[src/rtl/mux_sched_pkg.sv]
// mux_sched_pkg: shared types and helpers for the round-robin mux scheduler.
//   N_REQ   - number of requester lanes
//   SEL_W   - width of a lane index / mux select
//   state_t - scheduler FSM states
//   pick_t  - arbitration result (found flag + winning lane index)
//   rr_pick - round-robin search starting at ptr
package mux_sched_pkg;

   localparam int unsigned N_REQ = 4;
   localparam int unsigned SEL_W = 2;

   typedef enum logic {
      IDLE  = 1'b0,
      GRANT = 1'b1
   } state_t;

   typedef struct packed {
      logic             found;
      logic [SEL_W-1:0] idx;
   } pick_t;

   // Search order is ptr, ptr+1, ptr+2, ptr+3; the index wraps naturally at SEL_W bits.
   function automatic pick_t rr_pick(input logic [SEL_W-1:0] ptr,
                                     input logic [N_REQ-1:0] req);
      pick_t            p;
      logic [SEL_W-1:0] cand;
      p.found = 1'b0;
      p.idx   = '0;
      for (int unsigned k = 0; k < N_REQ; k++) begin
         cand = ptr + SEL_W'(k);
         if (!p.found && req[cand]) begin
            p.found = 1'b1;
            p.idx   = cand;
         end
      end
      return p;
   endfunction

endpackage

[src/rtl/mux4.sv]
// mux4: parameterised-width 4:1 combinational data mux.
//   in_data  - four lanes packed, lane i at [i*DW +: DW]
//   sel      - lane index
//   out_data - selected lane
module mux4
   import mux_sched_pkg::*;
#(
   parameter int unsigned DW = 1
) (
   input  logic [N_REQ*DW-1:0] in_data,
   input  logic [SEL_W-1:0]    sel,
   output logic [DW-1:0]       out_data
);

   always_comb begin
      out_data = '0;
      case (sel)
         2'd0:    out_data = in_data[0*DW +: DW];
         2'd1:    out_data = in_data[1*DW +: DW];
         2'd2:    out_data = in_data[2*DW +: DW];
         default: out_data = in_data[3*DW +: DW];
      endcase
   end

endmodule

[src/rtl/mux_rr_scheduler.sv]
// mux_rr_scheduler: round-robin scheduler sharing one 4:1 data mux among
// four requesters, holding each grant for a burst of valid/ready beats.
//   clk, rst_n - clock (rising edge) and async active-low reset
//   req, last  - per-lane request and final-beat flag
//   in_data    - four lanes packed, lane i at [i*DW +: DW]
//   out_ready  - downstream ready
//   gnt, Sel   - registered one-hot grant and owner index
//   out_valid  - owner has a beat available
//   out_data   - owner's lane data through the mux
//   busy       - a grant is active
module mux_rr_scheduler
   import mux_sched_pkg::*;
#(
   parameter int unsigned DW        = 1,
   parameter int unsigned MAX_BURST = 4
) (
   input  logic                clk,
   input  logic                rst_n,
   input  logic [N_REQ-1:0]    req,
   input  logic [N_REQ-1:0]    last,
   input  logic [N_REQ*DW-1:0] in_data,
   input  logic                out_ready,
   output logic [N_REQ-1:0]    gnt,
   output logic [SEL_W-1:0]    Sel,
   output logic                out_valid,
   output logic [DW-1:0]       out_data,
   output logic                busy
);

   state_t           state_q, state_d;
   logic [N_REQ-1:0] gnt_q, gnt_d;
   logic [SEL_W-1:0] sel_q, sel_d;
   logic [SEL_W-1:0] ptr_q, ptr_d;
   logic [3:0]       beat_cnt_q, beat_cnt_d;

   logic  xfer;
   logic  rel;
   pick_t pick;

   assign out_valid = (state_q == GRANT) && req[sel_q];
   assign xfer      = out_valid && out_ready;
   assign rel       = (state_q == GRANT) &&
                      (!req[sel_q] ||
                       (xfer && (last[sel_q] || (beat_cnt_q == 4'(MAX_BURST - 1)))));

   always_comb begin
      state_d    = state_q;
      gnt_d      = gnt_q;
      sel_d      = sel_q;
      ptr_d      = ptr_q;
      beat_cnt_d = beat_cnt_q;
      pick       = rr_pick(ptr_q, req);

      case (state_q)
         IDLE: begin
            gnt_d = '0;
            if (pick.found) begin
               gnt_d[pick.idx] = 1'b1;
               sel_d           = pick.idx;
               beat_cnt_d      = '0;
               state_d         = GRANT;
            end
         end
         default: begin
            if (rel) begin
               // Re-arbitrate over the rotated order so hand-over costs no bubble.
               ptr_d      = sel_q + 2'd1;
               pick       = rr_pick(ptr_d, req);
               gnt_d      = '0;
               beat_cnt_d = '0;
               if (pick.found) begin
                  gnt_d[pick.idx] = 1'b1;
                  sel_d           = pick.idx;
               end else begin
                  state_d = IDLE;
               end
            end else if (xfer) begin
               beat_cnt_d = beat_cnt_q + 4'd1;
            end
         end
      endcase
   end

   always_ff @(posedge clk or negedge rst_n) begin
      if (!rst_n) begin
         state_q    <= IDLE;
         gnt_q      <= '0;
         sel_q      <= '0;
         ptr_q      <= '0;
         beat_cnt_q <= '0;
      end else begin
         state_q    <= state_d;
         gnt_q      <= gnt_d;
         sel_q      <= sel_d;
         ptr_q      <= ptr_d;
         beat_cnt_q <= beat_cnt_d;
      end
   end

   assign gnt  = gnt_q;
   assign Sel  = sel_q;
   assign busy = (state_q == GRANT);

   mux4 #(.DW(DW)) u_mux4 (
      .in_data  (in_data),
      .sel      (sel_q),
      .out_data (out_data)
   );

endmodule

[config.mk]
export PLATFORM = sky130hd
export DESIGN_NAME = mux_rr_scheduler
export DESIGN_NICKNAME = d
export VERILOG_FILES = /design/src/rtl/mux_sched_pkg.sv /design/src/rtl/mux4.sv /design/src/rtl/mux_rr_scheduler.sv
export SDC_FILE = /design/constraint.sdc
export NUM_CORES = 1
export LEC_CHECK = 0
export CORE_MARGIN = 1
export CORE_UTILIZATION = 44
export CTS_CLUSTER_DIAMETER = 80
export CTS_CLUSTER_SIZE = 30
export DETAILED_ROUTE_END_ITERATION = 7
export GPL_TIMING_DRIVEN = 0
export PLACE_DENSITY = 0.86
export SLEW_MARGIN = 20
export SYNTH_ARGS = -nofsm -noshare
export SYNTH_HDL_FRONTEND = slang
export SYNTH_SLANG_ARGS = --single-unit
[constraint.sdc]
create_clock -name clk -period 1.95 [get_ports clk]
set_clock_uncertainty 0.1 [all_clocks]
set_input_delay 0.195 -clock clk [delete_from_list [all_inputs] [get_ports clk]]
set_output_delay 0.195 -clock clk [all_outputs]
set_load 0.01 [all_outputs]
# After elaboration in Yosys (flattened, before gate mapping)
# Index checks and enable logic that the tools add are counted.
[totals]
regBits = 13
input_bits = 15
out_inout_bits = 9
elab_cells = 115
[op_classes]
n_addsub = 8
magnitude_cmp = 13
eq_ne = 6
mux = 57
reduce_logical = 26
[ops]
columns = ["operator", "n"]
rows = [
  ["3-bit two-way mux", 16],
  ["2-bit by 3-bit less-than comparator with 1-bit output, second input constant", 11],
  ["4-bit two-way mux", 8],
  ["1-bit binary-select mux with 2-bit select", 10],
  ["1-bit two-way mux", 16],
  ["1-bit logical AND", 12],
  ["2-bit adder, second input constant", 4],
  ["2-bit two-way mux", 4],
  ["1-bit logical NOT", 7],
  ["2-bit by 1-bit adder with 2-bit output, second input constant", 3],
  ["4-bit by 1-bit adder with 4-bit output, second input constant", 1],
  ["1-bit demux with 2-bit select", 2],
  ["4-bit by 2-bit == test with 1-bit output, second input constant", 1],
  ["2-bit by 1-bit >= comparator with 1-bit output, second input constant", 2],
  ["2-bit by 1-bit inequality test with 1-bit output, second input constant", 2],
  ["2-bit AND reduction", 2],
  ["3-bit by 1-bit inequality test with 1-bit output, second input constant", 1],
  ["1-bit one-hot mux with 3 select lines", 1],
  ["3-bit AND reduction", 1],
  ["2-bit by 1-bit == test with 1-bit output, second input constant", 1],
  ["2-bit == test, second input constant", 1],
  ["2-bit logical NOT", 1],
  ["1-bit logical OR", 2],
  ["2-bit nonzero test", 1],
]

# Depth between registers and ports, before layout
# Gate-level depths: netlist (run 1).
[logic_depth]
ltp_word = 31
ltp_mapped = 8

# Modules after synthesis
# A second synthesis (run 1) with hierarchy kept.
[hier_totals]
cells_unflattened = 101
area_unflattened_um2 = 970.9
[modules_own_cells]
columns = ["module", "instances", "cells_each", "area_per_inst_um2", "seq_area_each_um2"]
rows = [
  ["mux_rr_scheduler", 1, 100, 948.4, 325.3],
  ["mux4", 1, 1, 22.5, 0.0],
]

# Worst setup path before layout (run 1)
# No wires, ideal clock.
[synth_path]
path_kind = "register to register"
startpoint = "register sel_q[0], in the netlist Sel[0]"
endpoint = "register gnt_q[1], in the netlist gnt[1]"
arrival_time_ns = 1.938
path_slack_ns = -0.153
path_stages_with_launch = 8
period_less_slack_ns = 2.103
path_cell_list = "dfrtp_1 buf_6 inv_1 ha_1 o21a_1 or4_4 o221ai_1 o21a_1"
[synth_via]
elab_chain_cells = 28
[synth_rtl]
columns = ["element", "line", "source"]
rows = [
  ["start: declaration", "mux_rr_scheduler.sv:32", "logic [SEL_W-1:0] sel_q, sel_d;"],
  ["start signal: assignment", "mux_rr_scheduler.sv:94", "sel_q <= sel_d;"],
  ["2-bit by 1-bit adder with 2-bit output", "mux_rr_scheduler.sv:67", "ptr_d = sel_q + 2'd1;"],
  ["1-bit binary-select mux with 2-bit select", "mux_sched_pkg.sv:31", "if (!p.found && req[cand]) begin"],
  ["1-bit two-way mux (not written as such)", "mux_sched_pkg.sv:31", ""],
  ["3-bit two-way mux", "mux_sched_pkg.sv:31", ""],
  ["3-bit two-way mux", "mux_rr_scheduler.sv:65", "if (rel) begin"],
  ["3-bit two-way mux", "mux_rr_scheduler.sv:54", "case (state_q)"],
  ["1-bit logical NOT", "mux_sched_pkg.sv:31", ""],
  ["1-bit logical AND", "mux_sched_pkg.sv:31", ""],
  ["(+12 left out)", "--", ""],
  ["3-bit two-way mux", "mux_rr_scheduler.sv:54", ""],
  ["2-bit by 3-bit less-than comparator with 1-bit output (not written as such) / 2-bit by 1-bit >= comparator with 1-bit output (equally long branches)", "mux_rr_scheduler.sv:72", "gnt_d[pick.idx] = 1'b1;"],
  ["1-bit logical AND (not written as such)", "mux_rr_scheduler.sv:72", ""],
  ["1-bit two-way mux (not written as such)", "mux_rr_scheduler.sv:72", ""],
  ["1-bit demux with 2-bit select", "mux_rr_scheduler.sv:72", ""],
  ["4-bit two-way mux", "mux_rr_scheduler.sv:71", "if (pick.found) begin"],
  ["4-bit two-way mux", "mux_rr_scheduler.sv:65", ""],
  ["4-bit two-way mux", "mux_rr_scheduler.sv:54", ""],
  ["end signal: assignment", "mux_rr_scheduler.sv:93", "gnt_q <= gnt_d;"],
  ["end: declaration", "mux_rr_scheduler.sv:31", "logic [N_REQ-1:0] gnt_q, gnt_d;"],
]
# Parallel ways exist; a longest one is shown, timed or not. The select of a mux whose other input is x is not followed.
# A chain may end at the register's enable or synchronous reset.

# Final worst setup path (run 1)
[layout_path]
startpoint = "register sel_q[0], in the netlist Sel[0]"
endpoint = "register gnt_q[3], in the netlist gnt[3]"
# The elaborated chain is that of the path after synthesis.

==> flow_metrics.py, run 1 <==
metrics = {
    "final_layout": {
        "antenna_cells": 0,
        "n_fill_cell": 170,
        "drive_gt1_share_pct": 36.23,
        "fin_util_pct": 71.57,
        "fin_nets": 159,
        "final_cell_area_mm2": 0.001461,
        "area_growth_pct": 47.29,
    },
    "critical_path": {
        "path_delay_family": "simple AND/OR/NAND/NOR gates",
        "cp.arrival_ps": 2080,
        "endpoint_kind": "flip-flop",
        "cp_num_buf_inv": 2,
        "timing.rr.end": "gnt[3]",
        "crit_cells": 7,
        "r2r_cells": 7,
        "r2r_slack_ps": -10,
        "cp_cell_sequence": "buf_6 -> buf_12 -> and2_4 -> o21a_1 -> or4_4 -> o221ai_2 -> o21a_1",
        "required_ps": 2070,
        "cpMaxStageDelayCell": "or4_4",
        "worstPathMaxFanout": 4,
        "critPathLaunchType": "flip-flop",
        "worstSetupPathType": "flip-flop to flip-flop",
        "cp_slowest_stage_delay_ps": 450,
        "critPathMostFrequentCell": "o21a_1",
        "r2r-start": "Sel[0]",
    },
    "global_routing": {
        "grt_pass1_wl_um": 4464,
        "grt_pass1_vias": 942,
        "antenna_found_initial": 0,
        "grt_start_max_net_pins": 14,
        "grt_usage_pct": 24.70,
        "grt_overflow": 0,
    },
    "sta": {
        "fin_crit_sh_pct": 100.5,
        "drv_slew": 0,
        "worst_pin_slew_ps": 641.9,
        "max_freq_ghz": 0.5100,
        "holdWs_ps": 167.4,
        "layout_min_cycle_time_ps": 1961,
        "setup-violations-final": 2,
        "rsz0062_at_grt": "yes",
        "relSlewSlack_pct": 57.08,
        "final.setup.tns_ps": -14.22,
        "setup_slack_ps": -10.63,
        "hold_viol": 0,
    },
    "clock_tree": {
        "htreeDepth": 1,
        "cts_sinks": 13,
        "cts_buffer_depth": 2,
        "cts_tree": "built",
        "clk_pin_slew_ps": 80,
        "root_buffer": "clkbuf_4",
        "insertion_delay_ps": 290,
        "numCtsBuffers": 3,
    },
    "yosys": {
        "synth_area_per_cell_um2": 9.824,
        "synth_ff_type": "dfrtp_1",
        "synthesis.nets": 121,
        "synth-async-reset-ratio_pct": 100.0,
        "synth_area_um2": 992.2,
        "synth-edff-count": 0,
        "syn_inst": 101,
        "synth_cell_type_count": 39,
        "ys_seq_area_share_pct": 32.79,
        "yosysWarnings": 0,
        "ys_ff_latch": 13,
    },
    "placed_design": {
        "gp_congestion": 0.9217,
        "post-dp-hpwl_um": 1761,
        "dpl_cell_area_mm2": 0.001266,
        "port_buffers": 22,
    },
    "pwr": {
        "p_per_area_mw_per_mm2": 1614,
        "vdd_drop_max_uv": 900.0,
        "total_power_mw": 2.359,
        "p_leak_nw": 0.6455,
    },
    "drt": {
        "wl_per_cell_um": 17.15,
        "post-route-drc-count": 0,
        "ant_nets": 0,
        "dr.pass1.iters": 4,
        "viasPerCell": 6.121,
        "wl_um": 2830,
        "num_vias": 1010,
        "drtIter0Drc": 48,
    },
    "run": {
        "maxCapViolations": 0,
    },
    "status": {
        "status": "complete, but fails checks",
        "violations": "setup timing",
    },
    "die": {
        "coreArea_mm2": 0.002042,
        "chipHeight_um": 49.49,
        "die_area_mm2": 0.002449,
        "rows": 16,
        "initial_core_util_pct": 48.59,
        "io_pins": 24,
        "die_x_um": 49.49,
    },
    "min_path": {
        "hp-class": "input pin to async pin",
    },
}
[state kept, by name (all words and copies together), names as in the netlist]
register,cells
beat_cnt_q,4
ptr_q,2
busy,1
gnt,4
Sel,2
[synth_stat cells (4+ instances only)]
cell,n,area (µm²)
dfrtp_1,13,325.3
nand2_1,7,26.28
a21oi_1,5,25.02
ha_1,5,62.56
nor2b_1,5,31.28
a22o_1,4,35.03
inv_1,4,15.01
mux2_2,4,45.04
nor2_1,4,15.01
o21a_1,4,30.03
[power by group]
group,switching [mW],leakage (nW),internal (mW)
Sequential,0.0895,0.160,0.378
Clock,0.0890,0.0150,0.0797
Combinational,0.768,0.471,0.955
Total,0.947,0.646,1.41
[what timing repair did]
action                                  in CTS  in global routing
setup buffers                               10                  2
gates resized for setup                     13                 18
hold buffers                                 0                  0
pin swaps                                    4                  7
endpoints found under the setup margin      10                 12
[cells by family (layout without fill, tap and decap cells)]
family | after synthesis | in the layout | synth area share [%]
muxes | 8 | 8 | 9.836
adders and majority gates | 5 | 5 | 6.305
DFF | 13 | 13 | 32.79
and+or+nand+nor | 36 | 36 | 22.82
buffers and inverters | 8 | 45 | 4.664
AOI/OAI and AO/OA | 31 | 31 | 23.58
[cell type report]
type / count / area (µm²) / area share (%)
timing repair buffer: 34 / 320.3 / 21.92
buffer: 3 / 27.53 / 1.884
clock buffer: 4 / 26.28 / 1.798
tap: 27 / 33.78 / 2.312
sequential: 13 / 326.6 / 22.35
inverter: 4 / 17.52 / 1.199
multi-input combinational: 80 / 709.4 / 48.54
[cell usage in the layout, fill, tap and decap left out, drive strengths merged, types with 2 or more instances in the layout]
| cell type | n |
|---|---|
| dlygate4sd2 | 2 |
| o21a | 4 |
| or4 | 3 |
| o21ai | 4 |
| inv | 4 |
| mux2 | 4 |
| clkbuf | 5 |
| nand3b | 2 |
| and2 | 3 |
| ha | 5 |
| mux2i | 3 |
| nand2 | 7 |
| nand2b | 3 |
| a21oi | 5 |
| a22o | 4 |
| dfrtp | 13 |
| nand3 | 3 |
| o221ai | 2 |
| clkdlybuf4s50 | 17 |
| buf | 16 |
| nor2 | 4 |
| nor3 | 3 |
| nor2b | 5 |
| o32ai | 3 |
[through the flow]
stage	setup slack (ps)	instances
after CTS	2.166	164
after detailed placement	-378.8	150
after global routing	-61.72	165
after floorplan	2.095	101
after global placement	-331.6	150
final	-10.63	165
[per-layer routing]
layer | part of all wire [%] | up-vias | track usage (%)
met5 | 0 | - | 0
met2 | 49 | 58 | 44.98
met1 | 40 | 483 | 26.97
met4 | 3.0 | 0 | 10.00
met3 | 7.5 | 13 | 6.481
li1 | - | 456 | -
[worst max path at each step]
stage | from | to | slack [ps]
after floorplan | Sel[1] | Sel[1] | 2
after global placement | req[1] | Sel[1] | -330
after detailed placement | req[1] | Sel[1] | -380
after CTS | Sel[0] | out_valid | 2
after global routing | Sel[0] | gnt[3] | -60
final | Sel[0] | gnt[3] | -10
No activity file was read; power rests on OpenSTA's default activity.
==> run 2, diff against run 1 <==
--- a/config.mk
+++ b/config.mk
@@ -12,6 +12,7 @@
 export DETAILED_ROUTE_END_ITERATION = 7
 export GPL_TIMING_DRIVEN = 0
 export PLACE_DENSITY = 0.86
+export SKIP_CTS_REPAIR_TIMING = 1
 export SLEW_MARGIN = 20
 export SYNTH_ARGS = -nofsm -noshare
 export SYNTH_HDL_FRONTEND = slang
==> run 2 against run 1 <==
Compared with the run above:
- clock power is essentially flat
- combinational power shrank 13%
- the flow still finishes with violations (setup timing)
- critical path depth shrank 2
==> flow_metrics.py, run 2 (synthesis gave the netlist of run 1 again) <==
metrics = {
    "status": {
        "status": "complete, but fails checks",
        "violations": "setup timing",
    },
    "die": {
        "die_area_mm2": 0.002449,
        "initial_core_util_pct": 48.59,
        "coreArea_mm2": 0.002042,
        "rows": 16,
        "io_pins": 24,
        "chipHeight_um": 49.49,
        "die_x_um": 49.49,
    },
    "sta": {
        "setup-violations-final": 5,
        "rsz0062_at_grt": "yes",
        "relSlewSlack_pct": 62.36,
        "hold_viol": 0,
        "worst_pin_slew_ps": 562.8,
        "drv_slew": 0,
        "setup_slack_ps": -67.79,
        "final.setup.tns_ps": -169.3,
        "layout_min_cycle_time_ps": 2018,
        "max_freq_ghz": 0.4956,
        "fin_crit_sh_pct": 103.5,
    },
    "clock_tree": {
        "cts_buffer_depth": 2,
        "numCtsBuffers": 3,
        "insertion_delay_ps": 290,
        "cts_tree": "built",
        "htreeDepth": 1,
        "root_buffer": "clkbuf_4",
        "clk_pin_slew_ps": 80,
        "cts_sinks": 13,
    },
    "drt": {
        "wl_per_cell_um": 15.15,
        "viasPerCell": 5.915,
        "num_vias": 976,
        "post-route-drc-count": 0,
        "wl_um": 2499,
        "dr.pass1.iters": 4,
        "drtIter0Drc": 30,
        "ant_nets": 0,
    },
    "pwr": {
        "vdd_drop_max_uv": 930.3,
        "p_leak_nw": 0.6313,
        "p_per_area_mw_per_mm2": 1520,
        "total_power_mw": 2.138,
    },
    "critical_path": {
        "critPathLaunchType": "flip-flop",
        "timing.rr.end": "gnt[2]",
        "worstPathMaxFanout": 7,
        "endpoint_kind": "flip-flop",
        "path_delay_family": "multiplexers",
        "worstSetupPathType": "flip-flop to flip-flop",
        "r2r_cells": 5,
        "r2r_slack_ps": -70,
        "cp_num_buf_inv": 1,
        "cp_slowest_stage_delay_ps": 570,
        "r2r-start": "Sel[1]",
        "cp_cell_sequence": "mux4_2 -> and2_4 -> nand3_4 -> buf_4 -> mux2_2",
        "cpMaxStageDelayCell": "mux4_2",
        "cp.arrival_ps": 2080,
        "required_ps": 2020,
    },
    "final_layout": {
        "final_cell_mix": "clkdlybuf4s50_1 (17), dfrtp_1 (12), buf_4 (9), nand2_1 (7)",
        "antenna_cells": 0,
        "drive_gt1_share_pct": 31.16,
        "final_cell_area_mm2": 0.001406,
        "area_growth_pct": 41.74,
        "finalNonFillerCells": 165,
        "fin_nets": 159,
        "final_common_cell": "clkdlybuf4s50_1",
    },
    "run": {
        "maxCapViolations": 0,
    },
    "global_routing": {
        "grt_pass1_wl_um": 3732,
        "grt_pass1_vias": 844,
        "antenna_found_initial": 0,
        "grt_start_max_net_pins": 14,
        "grt_usage_pct": 20.63,
        "grt_overflow": 0,
    },
    "placed_design": {
        "port_buffers": 22,
        "post-dp-hpwl_um": 1761,
        "place_inst": 150,
        "gp_congestion": 0.9217,
        "dpl_cell_area_mm2": 0.001266,
    },
    "min_path": {
        "hp-class": "input pin to async pin",
    },
}
-- run 2: changes by cell type in the layout (fill, tap and decap cells not counted), sizes merged --
cell,previous run,this run
dlymetal6s2s,1,3
dlygate4sd2,2,0
-- run 2: worst max-delay path by stage --
| stage | start | endpoint | slack [ps] | depth (start not counted) |
|---|---|---|---|---|
| 2_1_floorplan | Sel[1] | Sel[1] | 2 | 5 |
| 3_3_place_gp | req[1] | Sel[1] | -330 | 6 |
| 3_5_place_dp | req[1] | Sel[1] | -380 | 6 |
| 4_1_cts | Sel[0] | out_data | -370 | 6 |
| 5_1_grt | Sel[1] | out_data | -150 | 5 |
| 6_report | Sel[1] | gnt[2] | -70 | 5 |
-- run 2: metrics by stage --
stage	util (%)	hold slack, ps	setup slack (ps)
6_report	68.87	164.0	-67.79
5_1_grt	68.87	220.7	-145.9
4_1_cts	63.30	177.4	-367.9
3_5_place_dp	62.01	411.4	-378.8
3_3_place_gp	62.01	380.3	-331.6
2_1_floorplan	-	-200.6	2.095
-- run 2: routing by layer --
metal / global-route usage, % / vias to the layer above / part of all wire (%)
li1: - / 461 / -
met1: 23.23 / 460 / 41
met5: 0 / - / 0
met2: 36.76 / 46 / 49
met4: 7.143 / 0 / 2.4
met3: 6.173 / 9 / 7.0
-- run 2: cell type report --
class,instances,area [µm²]
multi-input combinational,80,665.6
fill,179,635.6
sequential,13,326.6
timing repair buffer,33,307.8
tap,27,33.78
buffer,4,31.28
clock buffer,4,26.28
inverter,4,15.01
-- run 2: where the power goes --
group	internal, mW	switching, mW
Sequential	0.378	0.0976
Clock	0.0796	0.0886
Combinational	0.835	0.660
Total	1.29	0.846
